===== config.mk =====
export PLATFORM = sky130hd
export DESIGN_NAME = alu_muldiv
export DESIGN_NICKNAME = d
export VERILOG_FILES = /design/src/rtl/alu_pkg.sv /design/src/rtl/alu_iter_core.sv /design/src/rtl/alu_muldiv.sv
export SDC_FILE = /design/constraint.sdc
export NUM_CORES = 1
export LEC_CHECK = 0
export ABC_AREA = 1
export CAP_MARGIN = 10
export CELL_PAD_IN_SITES_DETAIL_PLACEMENT = 1
export CELL_PAD_IN_SITES_GLOBAL_PLACEMENT = 1
export CORE_UTILIZATION = 30
export CTS_CLUSTER_SIZE = 10
export DETAILED_ROUTE_END_ITERATION = 16
export PLACE_DENSITY_LB_ADDON = 0.1
export SYNTH_ARGS = -nofsm -noshare
export SYNTH_HDL_FRONTEND = slang
export SYNTH_SLANG_ARGS = --single-unit

===== constraint.sdc =====
create_clock -name clk -period 3.4 [get_ports clk]
set_input_delay 1.02 -clock clk [delete_from_list [all_inputs] [get_ports clk]]
set_output_delay 1.02 -clock clk [all_outputs]
set_load 0.005 [all_outputs]

===== src/rtl/alu_pkg.sv =====
// Shared opcode and FSM state encodings for alu_muldiv and its iteration core.
package alu_pkg;

  localparam logic [3:0] ALU_AND   = 4'b0000;
  localparam logic [3:0] ALU_OR    = 4'b0001;
  localparam logic [3:0] ALU_ADD   = 4'b0010;
  localparam logic [3:0] ALU_XOR   = 4'b0011;
  localparam logic [3:0] ALU_NOR   = 4'b0100;
  localparam logic [3:0] ALU_SLT   = 4'b0101;
  localparam logic [3:0] ALU_SUB   = 4'b0110;
  localparam logic [3:0] ALU_SLTU  = 4'b0111;
  localparam logic [3:0] ALU_MULT  = 4'b1000;
  localparam logic [3:0] ALU_MULTU = 4'b1001;
  localparam logic [3:0] ALU_DIV   = 4'b1010;
  localparam logic [3:0] ALU_DIVU  = 4'b1011;
  localparam logic [3:0] ALU_MFHI  = 4'b1100;
  localparam logic [3:0] ALU_MFLO  = 4'b1101;

  localparam logic [1:0] S_IDLE = 2'd0;
  localparam logic [1:0] S_ITER = 2'd1;
  localparam logic [1:0] S_FIX  = 2'd2;
  localparam logic [1:0] S_DONE = 2'd3;

endpackage


===== src/rtl/alu_iter_core.sv =====
// Unsigned shift-add multiplier / restoring divider, one bit per cycle for WIDTH cycles.
// Multiply leaves the product in {hi_o,lo_o}; divide leaves remainder in hi_o, quotient in lo_o.
module alu_iter_core #(
  parameter int WIDTH = 32,
  parameter int CNT_W = $clog2(WIDTH) + 1
) (
  input  logic             clk,
  input  logic             rst_n,
  input  logic             start_i,
  input  logic             is_div_i,
  input  logic [WIDTH-1:0] a_i,
  input  logic [WIDTH-1:0] b_i,
  output logic [WIDTH-1:0] hi_o,
  output logic [WIDTH-1:0] lo_o,
  output logic             last_o
);

  logic [WIDTH-1:0] acc_q, sh_q, m_q;
  logic [CNT_W-1:0] cnt_q;
  logic             busy_q, div_q;

  logic [WIDTH:0]   msum, rshift, rdiff;
  logic [WIDTH-1:0] acc_d, sh_d;

  always_comb begin
    msum   = {1'b0, acc_q} + (sh_q[0] ? {1'b0, m_q} : '0);
    rshift = {acc_q, sh_q[WIDTH-1]};
    rdiff  = rshift - {1'b0, m_q};
    if (!div_q) begin
      acc_d = msum[WIDTH:1];
      sh_d  = {msum[0], sh_q[WIDTH-1:1]};
    end else if (!rdiff[WIDTH]) begin
      // No borrow: the shifted remainder covers the divisor, so keep the difference.
      acc_d = rdiff[WIDTH-1:0];
      sh_d  = {sh_q[WIDTH-2:0], 1'b1};
    end else begin
      acc_d = rshift[WIDTH-1:0];
      sh_d  = {sh_q[WIDTH-2:0], 1'b0};
    end
  end

  always_ff @(posedge clk or negedge rst_n) begin
    if (!rst_n) begin
      acc_q  <= '0;
      sh_q   <= '0;
      m_q    <= '0;
      cnt_q  <= '0;
      busy_q <= 1'b0;
      div_q  <= 1'b0;
    end else if (start_i) begin
      acc_q  <= '0;
      sh_q   <= a_i;
      m_q    <= b_i;
      cnt_q  <= CNT_W'(WIDTH - 1);
      busy_q <= 1'b1;
      div_q  <= is_div_i;
    end else if (busy_q) begin
      acc_q <= acc_d;
      sh_q  <= sh_d;
      cnt_q <= cnt_q - 1'b1;
      if (cnt_q == '0) busy_q <= 1'b0;
    end
  end

  assign hi_o   = acc_q;
  assign lo_o   = sh_q;
  assign last_o = busy_q && (cnt_q == '0);

endmodule


===== src/rtl/alu_muldiv.sv =====
// Registered EX-stage ALU with iterative MULT/DIV and HI/LO registers.
// Optional macro ALU_OVF_TRAP_EN enables the signed ADD/SUB overflow flag on ovf.
module alu_muldiv
  import alu_pkg::*;
#(
  parameter int WIDTH = 32,
  parameter int CNT_W = $clog2(WIDTH) + 1
) (
  input  logic             clk,
  input  logic             rst_n,
  input  logic             in_valid,
  output logic             in_ready,
  input  logic [3:0]       alu_ctrl,
  input  logic [WIDTH-1:0] a,
  input  logic [WIDTH-1:0] b,
  output logic             out_valid,
  output logic [WIDTH-1:0] result,
  output logic             zero,
  output logic             div_by_zero,
  output logic             ovf,
  output logic [WIDTH-1:0] hi,
  output logic [WIDTH-1:0] lo
);

  logic [1:0]       state_q, state_d;
  logic [WIDTH-1:0] result_q, hi_q, lo_q, a_q;
  logic             out_valid_q, zero_q, dbz_q;
  logic             md_div_q, bz_q, negp_q, nega_q;

  logic             accept, is_md, accept_md, accept_simple;
  logic             sa, sb;
  logic [WIDTH-1:0] a_mag, b_mag, sum, diff, simple_res;
  logic [WIDTH-1:0] core_hi, core_lo, hi_fix, lo_fix;
  logic [2*WIDTH-1:0] prod_fix;
  logic             core_last;

  assign in_ready      = (state_q == S_IDLE);
  assign accept        = in_valid && in_ready;
  assign is_md         = (alu_ctrl[3:2] == 2'b10);
  assign accept_md     = accept && is_md;
  assign accept_simple = accept && !is_md;

  assign sum  = a + b;
  assign diff = a - b;

  always_comb begin
    simple_res = '0;
    case (alu_ctrl)
      ALU_AND:  simple_res = a & b;
      ALU_OR:   simple_res = a | b;
      ALU_ADD:  simple_res = sum;
      ALU_XOR:  simple_res = a ^ b;
      ALU_NOR:  simple_res = ~(a | b);
      ALU_SLT:  simple_res[0] = ($signed(a) < $signed(b));
      ALU_SUB:  simple_res = diff;
      ALU_SLTU: simple_res[0] = (a < b);
      ALU_MFHI: simple_res = hi_q;
      ALU_MFLO: simple_res = lo_q;
      default:  simple_res = '0;
    endcase
  end

  // Signed variants (even opcode LSB) iterate on magnitudes; signs are reapplied in FIX.
  assign sa    = !alu_ctrl[0] && a[WIDTH-1];
  assign sb    = !alu_ctrl[0] && b[WIDTH-1];
  assign a_mag = sa ? -a : a;
  assign b_mag = sb ? -b : b;

  alu_iter_core #(
    .WIDTH(WIDTH),
    .CNT_W(CNT_W)
  ) u_core (
    .clk     (clk),
    .rst_n   (rst_n),
    .start_i (accept_md),
    .is_div_i(alu_ctrl[1]),
    .a_i     (a_mag),
    .b_i     (b_mag),
    .hi_o    (core_hi),
    .lo_o    (core_lo),
    .last_o  (core_last)
  );

  assign prod_fix = negp_q ? -{core_hi, core_lo} : {core_hi, core_lo};

  always_comb begin
    {hi_fix, lo_fix} = prod_fix;
    if (md_div_q) begin
      if (bz_q) begin
        hi_fix = a_q;
        lo_fix = '1;
      end else begin
        lo_fix = negp_q ? -core_lo : core_lo;
        hi_fix = nega_q ? -core_hi : core_hi;
      end
    end
  end

  always_comb begin
    state_d = state_q;
    case (state_q)
      S_IDLE:  if (accept_md) state_d = S_ITER;
      S_ITER:  if (core_last) state_d = S_FIX;
      S_FIX:   state_d = S_DONE;
      default: state_d = S_IDLE;
    endcase
  end

  always_ff @(posedge clk or negedge rst_n) begin
    if (!rst_n) begin
      state_q     <= S_IDLE;
      out_valid_q <= 1'b0;
      result_q    <= '0;
      zero_q      <= 1'b0;
      dbz_q       <= 1'b0;
      hi_q        <= '0;
      lo_q        <= '0;
      a_q         <= '0;
      md_div_q    <= 1'b0;
      bz_q        <= 1'b0;
      negp_q      <= 1'b0;
      nega_q      <= 1'b0;
    end else begin
      state_q     <= state_d;
      out_valid_q <= accept_simple || (state_q == S_FIX);
      if (accept_simple) begin
        result_q <= simple_res;
        zero_q   <= (simple_res == '0);
        dbz_q    <= 1'b0;
      end else if (state_q == S_FIX) begin
        result_q <= lo_fix;
        zero_q   <= (lo_fix == '0);
        dbz_q    <= md_div_q && bz_q;
        hi_q     <= hi_fix;
        lo_q     <= lo_fix;
      end
      if (accept_md) begin
        a_q      <= a;
        md_div_q <= alu_ctrl[1];
        bz_q     <= (b == '0);
        negp_q   <= sa ^ sb;
        nega_q   <= sa;
      end
    end
  end

`ifdef ALU_OVF_TRAP_EN
  logic ovf_q, ovf_d;

  always_comb begin
    ovf_d = 1'b0;
    if (alu_ctrl == ALU_ADD)
      ovf_d = (a[WIDTH-1] == b[WIDTH-1]) && (sum[WIDTH-1] != a[WIDTH-1]);
    else if (alu_ctrl == ALU_SUB)
      ovf_d = (a[WIDTH-1] != b[WIDTH-1]) && (diff[WIDTH-1] != a[WIDTH-1]);
  end

  always_ff @(posedge clk or negedge rst_n) begin
    if (!rst_n)                 ovf_q <= 1'b0;
    else if (accept_simple)     ovf_q <= ovf_d;
    else if (state_q == S_FIX)  ovf_q <= 1'b0;
  end

  assign ovf = ovf_q;
`else
  assign ovf = 1'b0;
`endif

  assign out_valid   = out_valid_q;
  assign result      = result_q;
  assign zero        = zero_q;
  assign div_by_zero = dbz_q;
  assign hi          = hi_q;
  assign lo          = lo_q;

endmodule


After elaboration in Yosys (flattened, before gate mapping)
Cells that the tools add are included.
{ "word_totals": {"output_inout_bits": 101, "input_bits": 71, "wordCells": 103, "ff_bits": 240} }
{ "classes": {"addsub": 10, "order_cmp": 2, "mux": 34, "eq_ne": 14, "bitwise_logic": 6, "n_reduce_logical": 20} }
{ "op_table": {"columns": ["operator", "count"], "rows": [
  ["32-bit two-way mux", 18],
  ["31-bit one-hot mux with 8 select lines", 1],
  ["32-bit negation", 4],
  ["32-bit logical NOT", 3],
  ["32-bit < comparator", 2],
  ["64-bit two-way mux", 1],
  ["64-bit negation", 1],
  ["32-bit by 33-bit adder with 33-bit output", 1],
  ["33-bit by 32-bit subtractor with 33-bit output", 1],
  ["32-bit adder", 1],
  ["32-bit AND", 1],
  ["32-bit NOT", 1],
  ["32-bit OR", 1],
  ["32-bit subtractor", 1],
  ["32-bit bitwise XOR", 1],
  ["4-bit by 3-bit equality test with 1-bit output (second input constant)", 4],
  ["6-bit two-way mux", 2],
  ["1-bit one-hot mux with 10 select lines", 1],
  ["4-bit by 2-bit equality test with 1-bit output (second input constant)", 2],
  ["4-bit equality test (second input constant)", 2],
  ["1-bit two-way mux", 8],
  ["1-bit logical AND", 7],
  ["6-bit logical NOT", 1],
  ["2-bit one-hot mux with 3 select lines", 1],
  ["other kinds (15)", 20]
]} }

Depth between registers and ports, before layout
{ "logic_depth": {"word_depth": 7, "ltp_mapped": 23, "mapped_depth_nobuf": 21} }

By module
From an unflattened synthesis, not the netlist that was laid out.
{ "hier_totals": {"cells_unflattened": 4516, "hier_area_um2": 26786.9} }
{ "by_module_without_submodules": {"columns": ["module", "seq_area_each_um2", "instances", "area_each_um2", "cells_per_inst"], "rows": [
  ["alu_muldiv", 3428.3, 1, 16804.9, 2836],
  ["alu_iter_core", 2602.5, 1, 9982.1, 1680]
]} }

Least setup slack after synthesis
Ideal clock, no wire load.
{ "synth_path": {"path_kind": "input-to-reg", "start": "input a[0]", "end": "register zero_q, in the netlist zero", "t_arrival_ns": 2.932, "path_buffers": 0, "required_ns": 3.329, "setup_time_ns": 0.071, "path_slack_ns": 0.397, "stages": 19, "path_cell_list": "ha_1 fa_1 nand3_1 nand3_1 nand2_1 nand2_1 nand2_1 nand2_1 nand2_1 nand3_1 nand2_1 nor2_1 nor2_1 nand2_1 nor2_1 nand3_1 nor2_1 nor2_1 nor2_1"} }
{ "synth_between": {"elab_chain_cells": 5, "word_cells_on_any_way": 12, "cone_classes": "add/sub (2); order compare (2); mux (3); bitwise (4); reduce/logical (1)"} }
{ "synth_rtl": {"columns": ["element", "line_no", "text"], "rows": [
  ["from (decl)", "alu_muldiv.sv:14", "input logic [WIDTH-1:0] a,"],
  ["branches (longest 3 deep; another with 32-bit subtractor)", null, null],
  ["32-bit logical NOT (*)", "alu_muldiv.sv:128", "zero_q <= (simple_res == '0);"],
  ["1-bit two-way mux (*)", "alu_muldiv.sv:126", "if (accept_simple) begin"],
  ["to (signal assigned)", "alu_muldiv.sv:128", null],
  ["to (signal assigned)", "alu_muldiv.sv:132", "zero_q <= (lo_fix == '0);"],
  ["to (decl)", "alu_muldiv.sv:27", "logic out_valid_q, zero_q, dbz_q;"]
]} }
Mark *: on every way between the ends.
A chain may end at the register's enable or synchronous reset.

Worst setup path after layout
{ "layout_path": {"start": "input b[22]", "end": "register result_q[23], in the netlist result[23]"} }
{ "layout_between": {"elab_chain_cells": 3, "word_cells_on_any_way": 4, "cone_classes": "add/sub (2); mux (2)"} }
{ "layout_rtl": {"columns": ["element", "line_no", "text"], "rows": [
  ["from (decl)", "alu_muldiv.sv:15", "input logic [WIDTH-1:0] b,"],
  ["32-bit subtractor / 32-bit adder (equally long branches)", "alu_muldiv.sv:44, alu_muldiv.sv:43", null],
  ["31-bit one-hot mux with 8 select lines (*)", "alu_muldiv.sv:48", "case (alu_ctrl)"],
  ["32-bit two-way mux (*)", "alu_muldiv.sv:126", null],
  ["to (signal assigned)", "alu_muldiv.sv:127", "result_q <= simple_res;"],
  ["to (signal assigned)", "alu_muldiv.sv:131", "result_q <= lo_fix;"],
  ["to (decl)", "alu_muldiv.sv:26", "logic [WIDTH-1:0] result_q, hi_q, lo_q, a_q;"]
]} }
Every way passes the cells marked *; elsewhere a longest branch is shown, timed or not.

==> metrics.log <==
[metrics] yosys warns: 0
[metrics] fraction of layout cells with a size suffix above 1: 22.2%
[metrics] first-pass GRT wire length: 231 mm
[metrics] critical path, cell by cell: clkdlybuf4s50_1, inv_2, ha_4, buf_6, nor2_2, buf_4, inv_1, nor2_2, buf_4, a21oi_2, nand3_1, nand2_1, nand2_1, nor2_1, nor2_2, buf_4, buf_4, a22oi_1
[metrics] DRC: 0
[metrics] cell types occupying the most area after synthesis: sky130_fd_sc_hd__dfrtp_1, sky130_fd_sc_hd__nand2_1, sky130_fd_sc_hd__inv_1
[metrics] worst slew slack as a fraction of its limit: 32.6%
[metrics] Mapped Avg Cell Area: 6.09 sq um
[metrics] crit-path max cell delay: 0.53 ns
[metrics] register-to-register setup slack: 0.09 ns
[metrics] Startpoint Class: input port
[metrics] maximum buffer depth of the clock tree: 3
[metrics] grt peak-use layer: met2
[metrics] final critical-path required period: 3.38 ns
[metrics] initial standard-cell utilization of the core: 30.3%
[metrics] area of the placeable core: 0.0854 sq mm
[metrics] beginning of the worst register-to-register path: u_core.lo_o[0]$_DFFE_PN0P_
[metrics] share of total power in the clock network: 11.6%
[metrics] Netlist Area Pre-Place: 0.0259 sq mm
[metrics] net count of the mapped netlist: 4501
[metrics] clock tree from TritonCTS: built
[metrics] Crit path top cell by count: sky130_fd_sc_hd__buf_4
[metrics] startpoint of the most critical setup path: b[22]
[metrics] leak pwr: 18.1 nW
[metrics] die area: 0.0876 sq mm
[metrics] CP arrival: 3.85 ns
[metrics] met1 demand-to-capacity share in global routing: 45.9%
[metrics] Worst IR Drop VDD: 0.528 mV
[metrics] Worst-path clk slew: 0.05 ns
[metrics] family with the most delay on the worst path: buffers and inverters
[metrics] proportion of netlist area held by the largest area contributor: 23.2%
[metrics] path category of the worst min-delay check: input port to asynchronous set/reset pin
[metrics] dominant cell type by area after synthesis: sky130_fd_sc_hd__dfrtp_1
[metrics] critical path class: input port to flip-flop
[metrics] layout net count: 5267
[metrics] port buffer count: 170
[metrics] Worst Path Max Fanout: 8
[metrics] placed standard-cell area: 0.0339 sq mm
[metrics] total length of routed wires: 162 mm
[metrics] Std-Cell Rows: 107
[metrics] Final Power: 31.9 mW
[metrics] leftover overflow at the end of global routing: 0
[metrics] synthesized instance count: 4254
[metrics] RSZ-0062 raised after global routing: yes
[metrics] worst path bufs/invs: 8
[metrics] CP Data Required Time: 3.87 ns
[metrics] Unique masters post-synth: 68
[metrics] largest net degree at the start of global routing: 122
[metrics] number of detailed-route iterations in the first pass: 5
[metrics] run status: complete, no violations
[metrics] share of the cycle needed by the critical path after routing: 99.3%
[metrics] area grow syn2layout: 40.7%
[metrics] Critical Path End: result[23]$_DFFE_PN0P_
[metrics] die span in x: 296 um
[metrics] routing usage on met2: 61.2%
[metrics] via count of the first global-routing pass: 34000
[metrics] most common flop cell mapped by yosys: sky130_fd_sc_hd__dfrtp_1
[metrics] final RePlAce weighted congestion: 1.01
[metrics] Post-Layout Inst Area: 0.0365 sq mm
[metrics] FF+latch count, synth: 240
[metrics] clk root buf: sky130_fd_sc_hd__clkbuf_16
[metrics] die height: 296 um
[metrics] GR Util All Layers: 36.6%
[metrics] GRT met3 Usage: 4.38%
[metrics] Critical Path Sink Type: flip-flop
[metrics] average routed wire per standard cell: 26.1 um
[metrics] fraction of the yosys area taken by sequential cells: 23.2%
[metrics] net load switching power: 17.3 mW
[metrics] Final Skew: 0.0369 ns
[metrics] core occupancy in the finished layout: 42.7%
[metrics] fmax: 296 MHz
[metrics] DPL Wire Length: 136 mm
[metrics] TritonCTS Buffers: 34
[metrics] Internal Dissipation: 14.6 mW
[metrics] Final Hold Slack: 0.384 ns
[metrics] number of violations reported at the end of detailed-routing iteration 0: 2420
[metrics] number of top-level pins: 172
[metrics] insertion delay to the later sink of the worst-skew pair: 0.59 ns
[metrics] pins over their slew limit: 0
[metrics] max-cap violations: 0
[metrics] antenna violations before repair: 7
[metrics] antenna-violating nets left: 0
[metrics] Critical Path Slowest Stage Cell: sky130_fd_sc_hd__clkdlybuf4s50_1
[metrics] number of vias per cell: 5.33
[metrics] Power Density: 873 mW/mm^2
[metrics] fraction of registers with async set/reset: 100%
[metrics] Sw Ratio: 54.2%
[metrics] worst reg-to-reg path cell count: 17
[metrics] number of enable flip-flop cells after synthesis: 0
[metrics] CTS sink cnt: 240
[metrics] Flop pwr share: 19.6%
[metrics] total number of vias: 33000
[metrics] number of levels the H-tree was split into: 2
[metrics] Stages on worst setup path: 18
[metrics] portion of total power attributed to combinational logic: 68.8%
[metrics] worst flop-to-flop path endpoint: zero$_DFFE_PN0P_
[metrics] count of endpoints failing hold in the final timing report: 0
[metrics] actual slew at the worst max-slew pin: 1.00 ns
[metrics] # setup viols final: 0
[sequential cells by signal, indices dropped and copies added, names as in the netlist]
name	flops
u_core.m_q	32
a_q	32
negp_q	1
u_core.hi_o	32
result	32
bz_q	1
u_core.cnt_q	6
hi	32
lo	32
nega_q	1
md_div_q	1
div_by_zero	1
zero	1
u_core.busy_q	1
u_core.lo_o	32
out_valid	1
state_q	2
[timing repair]
action / 4_1_cts / 5_1_grt
endpoints found under the setup margin: 24 / 47
gates resized for setup: 177 / 216
pin swaps: 19 / 61
buffers inserted: 6 / 25
hold buffers: 0 / 0
endpoints found under the hold margin: 0 / 0
[cell families after synthesis]
group           count (synthesis)  share of synthesized area, %
simple gates                 2128                          34.5
compound gates                864                          19.3
xor+xnor                       81                          2.74
fa+ha+maj                     176                          8.61
flops                         240                          23.2
other cells                     1                        0.0145
buf+inv                       764                          11.8
[cell usage after synthesis, drive strengths merged, types with 64 or more instances]
| master | count |
|---|---|
| nor2 | 477 |
| inv | 594 |
| nor3 | 64 |
| buf | 66 |
| clkbuf | 102 |
| o21ai | 336 |
| xor2 | 64 |
| nand2 | 1139 |
| dfrtp | 240 |
| ha | 172 |
| nand3 | 348 |
| a21oi | 276 |
[per-stage QoR]
step,cells,setup TNS (ns),setup slack [ns]
floorplan,4254,0,0.397
global placement,6099,-29.32,-1.23
detailed placement,6099,-32.46,-1.23
CTS,6162,-0.00860,-0.00860
global route,6189,-0.0627,-0.0565
finish,6190,0,0.0244
[how the worst min path moves through the flow]
stage               slack, ns                           to
floorplan                0.44          a_q[30]$_DFFE_PN0P_
global placement         0.47      div_by_zero$_DFFE_PN0P_
detailed placement       0.47      div_by_zero$_DFFE_PN0P_
CTS                      0.42  u_core.lo_o[22]$_DFFE_PN0P_
global route             0.42           lo[30]$_DFFE_PN0P_
finish                   0.38           lo[30]$_DFFE_PN0P_
[routing by layer]
metal  share of wire, %  vias up
li1                   -    15500
met1                 43    16300
met2                 47      943
met3                4.9      314
met4                6.0        4
met5              0.017        -
[layout make-up]
type                       count  area (sq um)
fill                       11200         48900
clock inverter                13           188
inverter                     596          2250
sequential                   240          6010
tap                         1144          1430
clock buffer                  45           912
multi-input combinational   3250         18100
timing repair buffer         898          7610
antenna                        4          10.0
[layout by cell type, fill, tap and decap left out, drive strengths merged, types with 39 or more instances in the layout]
master and instances:
nor2 477, nand2 1139, dfrtp 240, ha 172, inv 597, nand3 348, a21oi 276, clkdlybuf4s50 129
buf 729, o21ai 336, clkbuf 51, nor3 64, nand4 54, xor2 64, a31oi 45, o211ai 50
o221ai 39
[worst register-to-register path, stage by stage, from the launching register on]
cell and delay (ns):
sky130_fd_sc_hd__dfrtp_2 0.46, sky130_fd_sc_hd__inv_2 0.11, sky130_fd_sc_hd__ha_1 0.19, sky130_fd_sc_hd__nand3_1 0.19, sky130_fd_sc_hd__inv_1 0.12, sky130_fd_sc_hd__nand2_1 0.17, sky130_fd_sc_hd__inv_1 0.13, sky130_fd_sc_hd__nand4_1 0.30
sky130_fd_sc_hd__or2_2 0.43, sky130_fd_sc_hd__nand2_1 0.09, sky130_fd_sc_hd__o21ai_0 0.17, sky130_fd_sc_hd__nor2_1 0.15, sky130_fd_sc_hd__nand2_1 0.11, sky130_fd_sc_hd__nor2_1 0.13, sky130_fd_sc_hd__nand3_1 0.17, sky130_fd_sc_hd__nand2_1 0.16
sky130_fd_sc_hd__nor2_1 0.06, sky130_fd_sc_hd__nor2_1 0.09
[power by group through the flow]
| stage | combinational [mW] | sequential (mW) | clock (mW) |
|---|---|---|---|
| 2_1_floorplan | 12.1 | 5.39 | 0 |
| 3_3_place_gp | 21.0 | 6.23 | 0 |
| 3_5_place_dp | 21.3 | 6.23 | 0 |
| 4_1_cts | 21.5 | 6.21 | 3.76 |
| 5_1_grt | 23.9 | 6.39 | 3.85 |
| 6_report | 21.9 | 6.26 | 3.69 |
Note: power is estimated with default switching activity, not from simulation.
